`config.mk`:
```
export PLATFORM = sky130hd
export DESIGN_NAME = io_port_ctrl
export DESIGN_NICKNAME = d
export VERILOG_FILES = /design/src/rtl/io_port_ctrl.sv
export SDC_FILE = /design/constraint.sdc
export NUM_CORES = 1
export LEC_CHECK = 0
export ABC_AREA = 1
export BUFFER_PORTS_ARGS = -buffer_cell sky130_fd_sc_hd__clkbuf_2
export CAP_MARGIN = 15
export CORE_MARGIN = 4
export CORE_UTILIZATION = 50
export CTS_CLUSTER_DIAMETER = 100
export DETAILED_ROUTE_END_ITERATION = 6
export PLACE_DENSITY = 0.74
export SLEW_MARGIN = 25
export SYNTH_ARGS = -nofsm -noshare
export SYNTH_HDL_FRONTEND = slang
export SYNTH_SLANG_ARGS = --single-unit
export TNS_END_PERCENT = 1
```
`constraint.sdc`:
```
create_clock -name clk -period 7.4 [get_ports clk]
set_input_delay 0.74 -clock clk [delete_from_list [all_inputs] [get_ports clk]]
set_output_delay 0.74 -clock clk [all_outputs]
set_load 0.01 [all_outputs]
```
`src/rtl/io_port_ctrl.sv`:
```
// io_port_ctrl
// Memory-mapped, multi-channel I/O controller sitting between the CPU data
// bus and external peripherals. Each channel owns a receive FIFO (peripheral
// to CPU, drained through DIR), a transmit FIFO (CPU to peripheral, filled
// through DOR), a status register SR and a control register CR.
//
// Ports:
//   clk        single clock, all state updates on the rising edge
//   rst        synchronous active-high reset
//   sel        bus access strobe (one access per cycle)
//   we         1 = write, 0 = read, qualified by sel
//   addr       [CH_W+1:2] channel, [1:0] register (0 DIR, 1 DOR, 2 SR, 3 CR)
//   wdata      bus write data
//   rdata      registered bus read data
//   in_valid   per-channel peripheral input valid
//   in_data    per-channel input data, channel c at [c*DATA_W +: DATA_W]
//   in_ready   per-channel receive FIFO can accept
//   out_valid  per-channel transmit data available
//   out_data   per-channel transmit FIFO head
//   out_ready  per-channel peripheral consumes out_data
//   irq        registered interrupt request
module io_port_ctrl #(
    parameter int DATA_W  = 32,
    parameter int CH_W    = 1,
    parameter int DEPTH_W = 2
) (
    input  logic                           clk,
    input  logic                           rst,
    input  logic                           sel,
    input  logic                           we,
    input  logic [CH_W+1:0]                addr,
    input  logic [DATA_W-1:0]              wdata,
    output logic [DATA_W-1:0]              rdata,
    input  logic [(2**CH_W)-1:0]           in_valid,
    input  logic [(2**CH_W)*DATA_W-1:0]    in_data,
    output logic [(2**CH_W)-1:0]           in_ready,
    output logic [(2**CH_W)-1:0]           out_valid,
    output logic [(2**CH_W)*DATA_W-1:0]    out_data,
    input  logic [(2**CH_W)-1:0]           out_ready,
    output logic                           irq
);

    localparam int CH    = 2**CH_W;
    localparam int DEPTH = 2**DEPTH_W;
    localparam logic [DEPTH_W:0] FULL_CNT = (DEPTH_W+1)'(DEPTH);

    localparam logic [1:0] REG_DIR = 2'd0;
    localparam logic [1:0] REG_DOR = 2'd1;
    localparam logic [1:0] REG_SR  = 2'd2;
    localparam logic [1:0] REG_CR  = 2'd3;

    logic [CH_W-1:0]   acc_ch;
    logic [1:0]        acc_reg;
    logic              rd_acc;
    logic              wr_acc;

    logic [DATA_W-1:0] rx_head [CH];
    logic [DATA_W-1:0] sr_val  [CH];
    logic [DATA_W-1:0] cr_val  [CH];
    logic [CH-1:0]     rx_empty_v;
    logic [CH-1:0]     irq_src;

    // Only wdata[3:0] carry meaning for SR/CR writes; the upper bits are
    // only consumed by the DOR path, which uses the whole word anyway.
    logic unused_wdata_bits;
    assign unused_wdata_bits = ^wdata[DATA_W-1:4];

    assign acc_ch  = addr[CH_W+1:2];
    assign acc_reg = addr[1:0];
    assign rd_acc  = sel & ~we;
    assign wr_acc  = sel & we;

    for (genvar c = 0; c < CH; c++) begin : g_ch
        logic              hit;
        logic [DATA_W-1:0] rx_mem [DEPTH];
        logic [DATA_W-1:0] tx_mem [DEPTH];
        logic [DEPTH_W-1:0] rx_wptr, rx_rptr, tx_wptr, tx_rptr;
        logic [DEPTH_W:0]  rx_cnt, tx_cnt;
        logic              rx_en, tx_en, rx_ie, rx_uf, tx_of;
        logic              rx_full, rx_empty, tx_full, tx_empty;
        logic              rx_push, rx_pop, uf_set, uf_clr;
        logic              dor_wr, tx_push, tx_pop, of_set, of_clr;
        logic              dir_rd, sr_wr, cr_wr, flush;

        assign hit      = (acc_ch == CH_W'(c));
        assign rx_full  = (rx_cnt == FULL_CNT);
        assign rx_empty = (rx_cnt == '0);
        assign tx_full  = (tx_cnt == FULL_CNT);
        assign tx_empty = (tx_cnt == '0);

        assign dir_rd = rd_acc & hit & (acc_reg == REG_DIR);
        assign dor_wr = wr_acc & hit & (acc_reg == REG_DOR);
        assign sr_wr  = wr_acc & hit & (acc_reg == REG_SR);
        assign cr_wr  = wr_acc & hit & (acc_reg == REG_CR);

        // in_ready comes purely from registered state, so a full FIFO never
        // accepts a word even if a DIR read frees a slot in the same cycle.
        assign in_ready[c] = rx_en & ~rx_full;
        assign rx_push     = in_valid[c] & in_ready[c];
        assign rx_pop      = dir_rd & ~rx_empty;
        assign uf_set      = dir_rd & rx_empty;
        assign uf_clr      = sr_wr & wdata[2];

        // Full is judged on the pre-edge count, so a device pop in the same
        // cycle cannot rescue a DOR write into a full FIFO.
        assign tx_push      = dor_wr & ~tx_full;
        assign of_set       = dor_wr & tx_full;
        assign of_clr       = sr_wr & wdata[3];
        assign out_valid[c] = tx_en & ~tx_empty;
        assign tx_pop       = out_valid[c] & out_ready[c];
        assign flush        = cr_wr & wdata[2];

        assign out_data[c*DATA_W +: DATA_W] = tx_mem[tx_rptr];
        assign rx_head[c]    = rx_mem[rx_rptr];
        assign rx_empty_v[c] = rx_empty;
        assign sr_val[c]     = DATA_W'({8'h00, 8'(tx_cnt), 8'(rx_cnt),
                                        4'h0, tx_of, rx_uf, ~tx_full, ~rx_empty});
        assign cr_val[c]     = DATA_W'({rx_ie, 1'b0, tx_en, rx_en});
        assign irq_src[c]    = (rx_ie & ~rx_empty) | rx_uf | tx_of;

        // Receive FIFO storage; contents need no reset because the pointers
        // and count define which entries are live.
        always_ff @(posedge clk) begin
            if (rx_push) begin
                rx_mem[rx_wptr] <= in_data[c*DATA_W +: DATA_W];
            end
        end

        // Receive FIFO bookkeeping: a simultaneous push and pop moves both
        // pointers and leaves the count unchanged.
        always_ff @(posedge clk) begin
            if (rst) begin
                rx_wptr <= '0;
                rx_rptr <= '0;
                rx_cnt  <= '0;
            end else begin
                if (rx_push) begin
                    rx_wptr <= rx_wptr + 1'b1;
                end
                if (rx_pop) begin
                    rx_rptr <= rx_rptr + 1'b1;
                end
                case ({rx_push, rx_pop})
                    2'b10:   rx_cnt <= rx_cnt + 1'b1;
                    2'b01:   rx_cnt <= rx_cnt - 1'b1;
                    default: rx_cnt <= rx_cnt;
                endcase
            end
        end

        // Transmit FIFO storage, written from the bus through DOR.
        always_ff @(posedge clk) begin
            if (tx_push) begin
                tx_mem[tx_wptr] <= wdata;
            end
        end

        // Transmit FIFO bookkeeping: a flush outranks any push or pop in the
        // same cycle and leaves the FIFO empty.
        always_ff @(posedge clk) begin
            if (rst || flush) begin
                tx_wptr <= '0;
                tx_rptr <= '0;
                tx_cnt  <= '0;
            end else begin
                if (tx_push) begin
                    tx_wptr <= tx_wptr + 1'b1;
                end
                if (tx_pop) begin
                    tx_rptr <= tx_rptr + 1'b1;
                end
                case ({tx_push, tx_pop})
                    2'b10:   tx_cnt <= tx_cnt + 1'b1;
                    2'b01:   tx_cnt <= tx_cnt - 1'b1;
                    default: tx_cnt <= tx_cnt;
                endcase
            end
        end

        // Control bits and sticky error flags. A flag being set in the same
        // cycle software clears it stays set so no event is lost.
        always_ff @(posedge clk) begin
            if (rst) begin
                rx_en <= 1'b1;
                tx_en <= 1'b1;
                rx_ie <= 1'b0;
                rx_uf <= 1'b0;
                tx_of <= 1'b0;
            end else begin
                if (cr_wr) begin
                    rx_en <= wdata[0];
                    tx_en <= wdata[1];
                    rx_ie <= wdata[3];
                end
                if (uf_set) begin
                    rx_uf <= 1'b1;
                end else if (uf_clr) begin
                    rx_uf <= 1'b0;
                end
                if (of_set) begin
                    tx_of <= 1'b1;
                end else if (of_clr) begin
                    tx_of <= 1'b0;
                end
            end
        end
    end

    // Registered read port: DIR returns the head (or 0 when empty), DOR
    // always reads 0, SR/CR return their current value. Without sel the
    // last read value is held.
    always_ff @(posedge clk) begin
        if (rst) begin
            rdata <= '0;
        end else if (rd_acc) begin
            case (acc_reg)
                REG_DIR: rdata <= rx_empty_v[acc_ch] ? '0 : rx_head[acc_ch];
                REG_DOR: rdata <= '0;
                REG_SR:  rdata <= sr_val[acc_ch];
                default: rdata <= cr_val[acc_ch];
            endcase
        end
    end

    // Interrupt is the registered OR of every channel's request sources.
    always_ff @(posedge clk) begin
        if (rst) begin
            irq <= 1'b0;
        end else begin
            irq <= |irq_src;
        end
    end

endmodule

```
==> flow_summary_export.csv, run 1 <==
group,metric,value,unit
run_status,status,"complete, no violations",
worst_setup_path,startpoint_type,"flop",
clocking,cts.path.max_buffers,3,
logic_synthesis,synthTopCellsByCount,"edfxtp_1, nor2_1, o21ai_0",
logic_synthesis,ys_seq_area_frac,0.737,
power_and_ir_drop,clock_power_share,0.417,
route,first_pass_iters,6,
timing,finClkSkew,26.9,ps
timing,period_needed,4070,ps
clocking,cts_sinks,591,
logic_synthesis,syn_nets,1952,
placed_design,place_area,24600,um^2
cells_and_area,instances_no_fill,2671,
worst_setup_path,crit_arrival,3330,ps
logic_synthesis,yosysWarningCount,0,
clocking,cts_root_buffer,"clkbuf_16",
clocking,cts_resized,0,
global_route,antenna_found_initial,10,
logic_synthesis,yosysTopAreaCell,"edfxtp_1",
logic_synthesis,avgSynthCellArea,12.6,um^2
placed_design,port_buffers,207,
worst_hold_path,hp-class,"in2reg",
cells_and_area,drive_gt1_frac,0.181,
cells_and_area,stdcell_area,26700,um^2
global_route,grt_usage,0.206,
floorplanning,coreArea,45400,um^2
clocking,h-tree-depth,2,
logic_synthesis,synth_top_area_share,0.669,
floorplanning,die_area,49500,um^2
clocking,cts_hold_buf,0,
clocking,clk_pin_slew,60,ps
logic_synthesis,synth_flop_cell,"edfxtp_1",
route,viasPerCell,5.58,
worst_setup_path,critical_path.endpoint_type,"output pin",
power_and_ir_drop,internal-power,0.00547,W
timing,setup_violations,0,
floorplanning,die_w,222,um
route,drtIter0Drc,1342,
clocking,cts_buffers,57,
floorplanning,die_h,222,um
route,drtAntennaViolNets,0,
clocking,tritoncts,"built",
timing,finalSetupTns,0,ps
placed_design,place_congestion,0.877,
logic_synthesis,synth_area_leaders,"edfxtp_1, dfxtp_1, o21ai_0",
clocking,clock_latency,610,ps
clocking,cts_setup_buffers,0,
global_route,grt_max_degree,67,
global_route,use_met1,0.262,
global_route,grt_use_met3,0.0517,
logic_synthesis,synth_cell_type_count,45,
power_and_ir_drop,power_frac_comb,0.046,
floorplanning,initial_core_util,0.507,
cells_and_area,nets,2147,
timing,fmax,0.246,GHz
logic_synthesis,synth.most_common_cell,"edfxtp_1",
worst_setup_path,critPathMaxFanout,65,
global_route,grt_pass1_wl,81100,um
timing,fin_crit_sh,0.550,
route,vias,14900,
placed_design,dp_slack,3500,ps
cells_and_area,synthToLayoutAreaGrowth,16.1,%
worst_setup_path,r2r_slack,4440,ps
power_and_ir_drop,switching_power,0.00149,W
placed_design,placed_cells,2549,
worst_setup_path,critical_path_class,"reg2out",
power_and_ir_drop,p_leak,9.29,nW
flow_run,maxCapViolations,0,
timing,rsz0062_at_grt,"no",
power_and_ir_drop,swShare,0.214,
logic_synthesis,syn-instance-count,1821,
floorplanning,pin_count,208,
global_route,grtUsageMet2,0.345,
timing,setup_slack,3330,ps
route,drc,0,
timing,tightest_slew,994,ps
global_route,grt_busiest_layer,"met2",
route,wirelength,53100,um
placed_design,dp_hpwl,32600,um
route,wl_per_cell,19.9,um
logic_synthesis,syn_area,23000,um^2
logic_synthesis,synth-edff-count,512,
worst_setup_path,required,6660,ps
global_route,grt_pass1_vias,14700,
floorplanning,row_count,78,
timing,slew_headroom,0.337,
power_and_ir_drop,powerDensity,261,nW/um^2
timing,drv_slew,0,
power_and_ir_drop,ir_drop,227,uV
power_and_ir_drop,p_seq_frac,0.536,
logic_synthesis,synthArstFlopShare,0,
timing,timing_hold_violations_final,0,
logic_synthesis,ys_ff_latch,591,
global_route,grt_overflow,0,
## cells by family (layout without fill, tap and decap cells)
group | count (synthesis) | in the layout | synth area share
buf+inv | 187 | 431 | 0.0334
simple gates | 530 | 530 | 0.0950
fa+ha+maj | 24 | 24 | 0.0144
other cells | 0 | 6 | 0
flops | 591 | 591 | 0.737
xor+xnor | 2 | 2 | 0.000762
compound gates | 487 | 487 | 0.119
## worst paths after layout
path | end | start | depth (start not counted)
worst max-delay path | out_data[37] | flop | 6
worst min-delay path | g_ch[0].rx_mem[1][29] | in_data[29] | 1
worst max register to register | g_ch[1].rx_mem[3][4] | g_ch[1].rx_cnt[1] | 5
worst min register to register | rdata[18] | rdata[18] | 2
## cells in the final DEF, fill, tap and decap left out, types with 58 or more instances in the layout
cell	count
clkbuf_2	207
o211ai_1	58
dfxtp_1	76
o21ai_0	262
o22ai_1	64
a21oi_1	74
nor2_1	317
edfxtp_1	512
nand2_1	112
nand3_1	60
inv_1	77
## final cells by class
type,instances,area [um^2]
Tap cell,600,751
Sequential cell,591,17000
Antenna cell,6,15.0
Clock buffer,63,1450
Fill cell,3502,18700
Inverter,90,344
Multi-Input combinational cell,1043,5350
Clock inverter,45,462
Timing Repair Buffer,233,1360
## flip-flops by register name, indices dropped and copies added, names as in the netlist, named ones only
signal and flops:
g_ch.rx_ie 2, g_ch.rx_mem 256, g_ch.rx_en 2, g_ch.rx_wptr 4, g_ch.tx_mem 256, g_ch.tx_rptr 4, g_ch.rx_cnt 6, g_ch.rx_rptr 4
rdata 32, g_ch.tx_of 2, g_ch.tx_cnt 6, irq 1, g_ch.tx_wptr 4, g_ch.tx_en 2, g_ch.rx_uf 2
## power by group through the flow
stage	clock network (W)	logic, W	registers [W]
floorplan	0	0.000164	0.00380
global placement	0	0.000311	0.00380
detailed placement	0	0.000322	0.00380
CTS	0.00295	0.000323	0.00373
global route	0.00310	0.000356	0.00374
finish	0.00291	0.000322	0.00373
## through the flow
stage	total power (W)	hold WS, ps	utilization
floorplan	0.00396	442	-
global placement	0.00411	453	0.542
detailed placement	0.00412	458	0.542
CTS	0.00701	308	0.584
global route	0.00719	322	0.588
finish	0.00696	340	0.588
## critical path, stage by stage (launching register included)
cell,delay (ps)
dfxtp_2,310
buf_4,500
clkinv_1,800
buf_4,520
o21ai_0,260
o22ai_1,150
clkbuf_2,160
## layer usage
| layer | share of wire | up-vias |
|---|---|---|
| met1 | 0.38 | 7199 |
| met5 | 0.00053 | - |
| li1 | - | 7007 |
| met4 | 0.037 | 6 |
| met3 | 0.086 | 110 |
| met2 | 0.49 | 578 |
No activity file was read; power rests on OpenSTA's default activity.
==> run 2, diff against run 1 <==
==> constraint.sdc (replaced) <==
create_clock -name clk -period 4.15 [get_ports clk]
set_input_delay 0.415 -clock clk [delete_from_list [all_inputs] [get_ports clk]]
set_output_delay 0.415 -clock clk [all_outputs]
set_load 0.01 [all_outputs]
==> run 2 against run 1 <==
  * Final cell count increased by 1.9%
  * Global-route usage increased by 0.55 points
  * First-iteration DRC count increased by 12%
  * Combinational power increased by 90%
  * Non-clock buffer count increased by 50
  * Sequential power increased by 78%
  * Critical path depth decreased by 1
  * Register-to-register slack got worse by 3000 ps
  * Critical endpoint is now out_data[22]
  * Via count increased by 2.7%
  * Critical path type unchanged
==> flow_summary_export.csv, run 2 (synthesis results as in run 1) <==
group,metric,value,unit
clocking,cts_root_buffer,"clkbuf_16",
cells_and_area,layout_common_cells,"edfxtp_1, nor2_1, o21ai_0, clkbuf_2, nand2_1",
timing,finalSetupTns,0,ps
floorplanning,initial_core_util,0.507,
worst_setup_path,crit_family,"buffers and inverters",
route,viasPerCell,5.62,
cells_and_area,drive_gt1_frac,0.176,
route,drtAntennaViolNets,0,
power_and_ir_drop,p_leak,9.48,nW
timing,period_needed,3110,ps
flow_run,maxCapViolations,0,
clocking,cts_sinks,591,
clocking,cts_hold_buf,44,
worst_setup_path,required,3730,ps
cells_and_area,layout_commonest_cell,"edfxtp_1",
power_and_ir_drop,total_power,0.0123,W
clocking,clk_pin_slew,60,ps
floorplanning,die_h,222,um
cells_and_area,synthToLayoutAreaGrowth,18.0,%
timing,setup_violations,0,
clocking,cts_buffers,57,
timing,rsz0062_at_grt,"no",
worst_setup_path,critPathMaxFanout,37,
placed_design,dp_slack,1360,ps
global_route,grt_pass1_wl,82400,um
clocking,cts.path.max_buffers,3,
worst_setup_path,path_buf_inv,3,
timing,slew_headroom,0.352,
worst_setup_path,worst_path_max_delay_cell,"clkinv_1",
worst_setup_path,critical_path_class,"reg2out",
timing,fin_crit_sh,0.749,
floorplanning,die_w,222,um
cells_and_area,top_regs,"g_ch.rx_mem x256, g_ch.tx_mem x256, rdata x32",
timing,fmax,0.322,GHz
worst_setup_path,startpoint_type,"flop",
worst_setup_path,r2r_slack,1410,ps
route,drtIter0Drc,1498,
route,wirelength,54100,um
route,drc,0,
placed_design,place_congestion,0.865,
global_route,antenna_found_initial,8,
clocking,cts_resized,0,
floorplanning,row_count,78,
floorplanning,coreArea,45400,um^2
cells_and_area,nets,2197,
worst_setup_path,cp_cell_sequence,"clkinv_1 > buf_4 > o21ai_0 > o22ai_1 > clkbuf_2",
placed_design,place_area,24700,um^2
global_route,grt_pass1_vias,14700,
placed_design,dp_hpwl,33200,um
placed_design,placed_cells,2559,
clocking,tritoncts,"built",
worst_hold_path,hp-class,"in2reg",
placed_design,port_buffers,207,
floorplanning,die_area,49500,um^2
cells_and_area,instances_no_fill,2722,
clocking,clock_latency,630,ps
clocking,h-tree-depth,2,
timing,finClkSkew,34.2,ps
cells_and_area,stdcell_area,27100,um^2
power_and_ir_drop,ir_drop,398,uV
route,wl_per_cell,19.9,um
timing,drv_slew,0,
timing,tightest_slew,971,ps
clocking,cts_setup_buffers,0,
timing,timing_hold_violations_final,0,
global_route,grt_usage,0.212,
power_and_ir_drop,powerDensity,453,nW/um^2
worst_setup_path,slowest_delay,730,ps
floorplanning,pin_count,208,
worst_setup_path,crit_arrival,2690,ps
global_route,grt_max_degree,66,
global_route,grt_overflow,0,
worst_setup_path,critical_path.endpoint_type,"output pin",
timing,setup_slack,1040,ps
route,vias,15300,
route,first_pass_iters,6,
run_status,status,"complete, no violations",
==> run 2: cell types whose count changed in the layout (fill, tap and decap cells not counted), moves of 2 or more <==
cell / before / now
clkinv_2: 18 / 9
buf_4: 18 / 24
buf_12: 4 / 1
dlygate4sd3_1: 0 / 44
clkinv_1: 13 / 16
buf_16: 4 / 7
inv_2: 7 / 9
bufinv_16: 7 / 3
clkbuf_8: 0 / 3
clkinv_4: 1 / 3
clkbuf_1: 6 / 10
==> run 2: routing by layer <==
layer,vias up,global-route usage,routed length (um)
li1,7102,-,-
met4,4,0.0817,2200
met3,134,0.0482,4380
met5,-,0,22
met1,7404,0.266,20500
met2,652,0.362,27000
==> run 2: path summary, 6_finish.rpt <==
check / startpoint / end / cells after the start
setup reg to reg: flop / rdata[30] / 8
setup / recovery: flop / out_data[22] / 5
hold / removal: in_data[21] / g_ch[0].rx_mem[1][21] / 1
hold reg to reg: rdata[4] / rdata[4] / 2
==> run 2: area by class of cell <==
type	instances	area, um^2
tap	600	751
clock inverter	37	313
fill	3409	18200
inverter	90	345
antenna	7	17.5
sequential	591	17000
timing repair buffer	283	1870
multi-input combinational	1043	5350
clock buffer	71	1530
==> run 2: where the power goes <==
part           internal, W  total (W)  switching [W]
registers          0.00661    0.00665      0.0000425
logic             0.000188   0.000611       0.000423
clock network      0.00282    0.00503        0.00221
==> run 2: per-stage QoR <==
step | utilization | hold WS, ps
global route | 0.598 | 5.35
detailed placement | 0.545 | 461
CTS | 0.595 | 0.761
finish | 0.598 | 30.9
floorplan | - | 442
global placement | 0.543 | 451
==> run 3, diff against run 2 <==
==> constraint.sdc (replaced) <==
create_clock -name clk -period 3 [get_ports clk]
set_input_delay 0.3 -clock clk [delete_from_list [all_inputs] [get_ports clk]]
set_output_delay 0.3 -clock clk [all_outputs]
set_load 0.01 [all_outputs]
==> run 3 against run 2 <==
  * Clock-buffer cell count increased by 3
  * Clock skew increased by 2.3 ps
  * Combinational power increased by 49%
  * Critical endpoint is now out_data[2]
  * Utilization increased by 0.99 points
  * Worst setup slack got worse by 620 ps
  * Highest routed layer unchanged
  * Via count increased by 0.92%
  * Largest cell class unchanged
  * Non-clock buffer count increased by 58
==> flow_summary_export.csv, run 3 (synthesis results as in run 1) <==
group,metric,value,unit
power_and_ir_drop,p_seq_frac,0.535,
worst_setup_path,crit_arrival,2280,ps
clocking,tritoncts,"built",
worst_setup_path,cp_cell_sequence,"inv_1 > buf_4 > o21ai_0 > o22ai_1 > clkbuf_2",
placed_design,port_buffers,207,
timing,tightest_slew,752,ps
timing,fin_crit_sh,0.860,
global_route,grt_usage,0.218,
timing,fmax,0.387,GHz
floorplanning,pin_count,208,
worst_setup_path,critPathMaxFanout,20,
floorplanning,die_w,222,um
worst_setup_path,critical_path.endpoint_type,"output pin",
worst_setup_path,worst_path_max_delay_cell,"inv_1",
worst_setup_path,r2r-end,"g_ch[0].tx_cnt[2]",
clocking,cts_resized,0,
power_and_ir_drop,switching_power,0.00366,W
floorplanning,die_area,49500,um^2
route,viasPerCell,5.57,
route,drtAntennaViolNets,0,
clocking,cts_setup_buffers,0,
route,drtIter0Drc,1308,
clocking,cts_buffers,57,
power_and_ir_drop,clock_power_share,0.412,
global_route,antenna_found_initial,4,
clocking,cts.path.max_buffers,3,
power_and_ir_drop,internal-power,0.0136,W
timing,setup_slack,419,ps
clocking,clock_latency,620,ps
timing,finalSetupTns,0,ps
power_and_ir_drop,powerDensity,624,nW/um^2
placed_design,dp_slack,535,ps
worst_setup_path,r2r_slack,480,ps
route,wirelength,55600,um
worst_setup_path,required,2700,ps
cells_and_area,top_regs,"g_ch.rx_mem x256, g_ch.tx_mem x256, rdata x32",
worst_setup_path,r2r-start,"g_ch[0].tx_cnt[2]",
global_route,grt_pass1_vias,15300,
clocking,h-tree-depth,2,
timing,timing_hold_violations_final,0,
route,first_pass_iters,5,
cells_and_area,layout_common_cells,"edfxtp_1, nor2_1, o21ai_0, clkbuf_2, nand2_1",
worst_setup_path,ff2ff_path_depth,11,
clocking,cts_hold_buf,93,
global_route,grt_pass1_wl,85200,um
timing,period_needed,2580,ps
global_route,grt_max_degree,66,
floorplanning,die_h,222,um
timing,setup_violations,0,
flow_run,maxCapViolations,0,
cells_and_area,layout_commonest_cell,"edfxtp_1",
floorplanning,coreArea,45400,um^2
placed_design,place_congestion,0.856,
cells_and_area,nets,2255,
worst_setup_path,critical_path_class,"reg2out",
clocking,cts_root_buffer,"clkbuf_16",
route,vias,15400,
placed_design,dp_hpwl,33200,um
cells_and_area,synthToLayoutAreaGrowth,20.0,%
power_and_ir_drop,power_frac_comb,0.053,
power_and_ir_drop,swShare,0.213,
worst_setup_path,endpoint,"out_data[2]",
timing,rsz0062_at_grt,"no",
floorplanning,row_count,78,
timing,slew_headroom,0.498,
clocking,clk_pin_slew,60,ps
clocking,cts_sinks,591,
worst_hold_path,hp-class,"in2reg",
cells_and_area,drive_gt1_frac,0.173,
global_route,grt_overflow,0,
route,wl_per_cell,20.1,um
power_and_ir_drop,ir_drop,510,uV
timing,drv_slew,0,
timing,finClkSkew,36.5,ps
run_status,status,"complete, no violations",
worst_setup_path,startpoint_type,"flop",
floorplanning,initial_core_util,0.507,
route,drc,0,
power_and_ir_drop,p_leak,9.69,nW
worst_setup_path,slowest_delay,370,ps
[run 3: cell count changes in the layout (fill, tap and decap cells not counted), sizes merged, moves of 4 or more]
cell	change
inv	-4
clkinv	-6
buf	+9
diode	-5
dlygate4sd3	+49
[run 3: worst min path at each step]
stage                     cells after the start                from  slack (ps)              endpoint
after floorplan                               0          in_data[0]         400  g_ch[0].rx_mem[0][0]
after global placement                        2  g_ch[1].rx_rptr[1]         450                  flop
after detailed placement                      2           rdata[30]         460             rdata[30]
after CTS                                     1            wdata[0]           1  g_ch[0].tx_mem[3][0]
after global routing                          1            wdata[0]          20  g_ch[0].tx_mem[2][0]
final                                         1            wdata[0]          30  g_ch[0].tx_mem[2][0]
[run 3: per-stage QoR]
step	std cells	power [W]	area, um^2	hold WS, ps	utilization
after global placement	2572	0.0101	24800	454	0.546
after detailed placement	2572	0.0102	24800	460	0.546
after global routing	2769	0.0178	27600	23.9	0.608
final	2769	0.0172	27600	30.6	0.608
after floorplan	1821	0.00978	23000	399	-
after CTS	2767	0.0173	27600	1.06	0.608
[run 3: layout make-up]
type	count	area [um^2]
clock inverter	28	340
timing repair buffer	341	2310
tap	600	751
antenna	2	5.00
clock buffer	74	1520
sequential	591	17000
multi-input combinational	1043	5350
inverter	90	344
fill	3379	17800
[run 3: power groups by stage]
stage	clock network, W	logic, W	registers [W]
final	0.00709	0.000910	0.00920
after detailed placement	0	0.000801	0.00938
after floorplan	0	0.000404	0.00938
after CTS	0.00719	0.000907	0.00920
after global routing	0.00755	0.000996	0.00921
after global placement	0	0.000777	0.00937
[run 3: layer usage]
layer	GRT usage	part of all wire
met1	0.271	0.38
met2	0.377	0.51
met3	0.0525	0.078
met4	0.0776	0.034
met5	0	0.00043
[run 3: critical path: cells and delay by family (launching register included)]
family	cells	cell delay [ps]
buf+inv	3	930
compound gates	2	410
flops	1	310
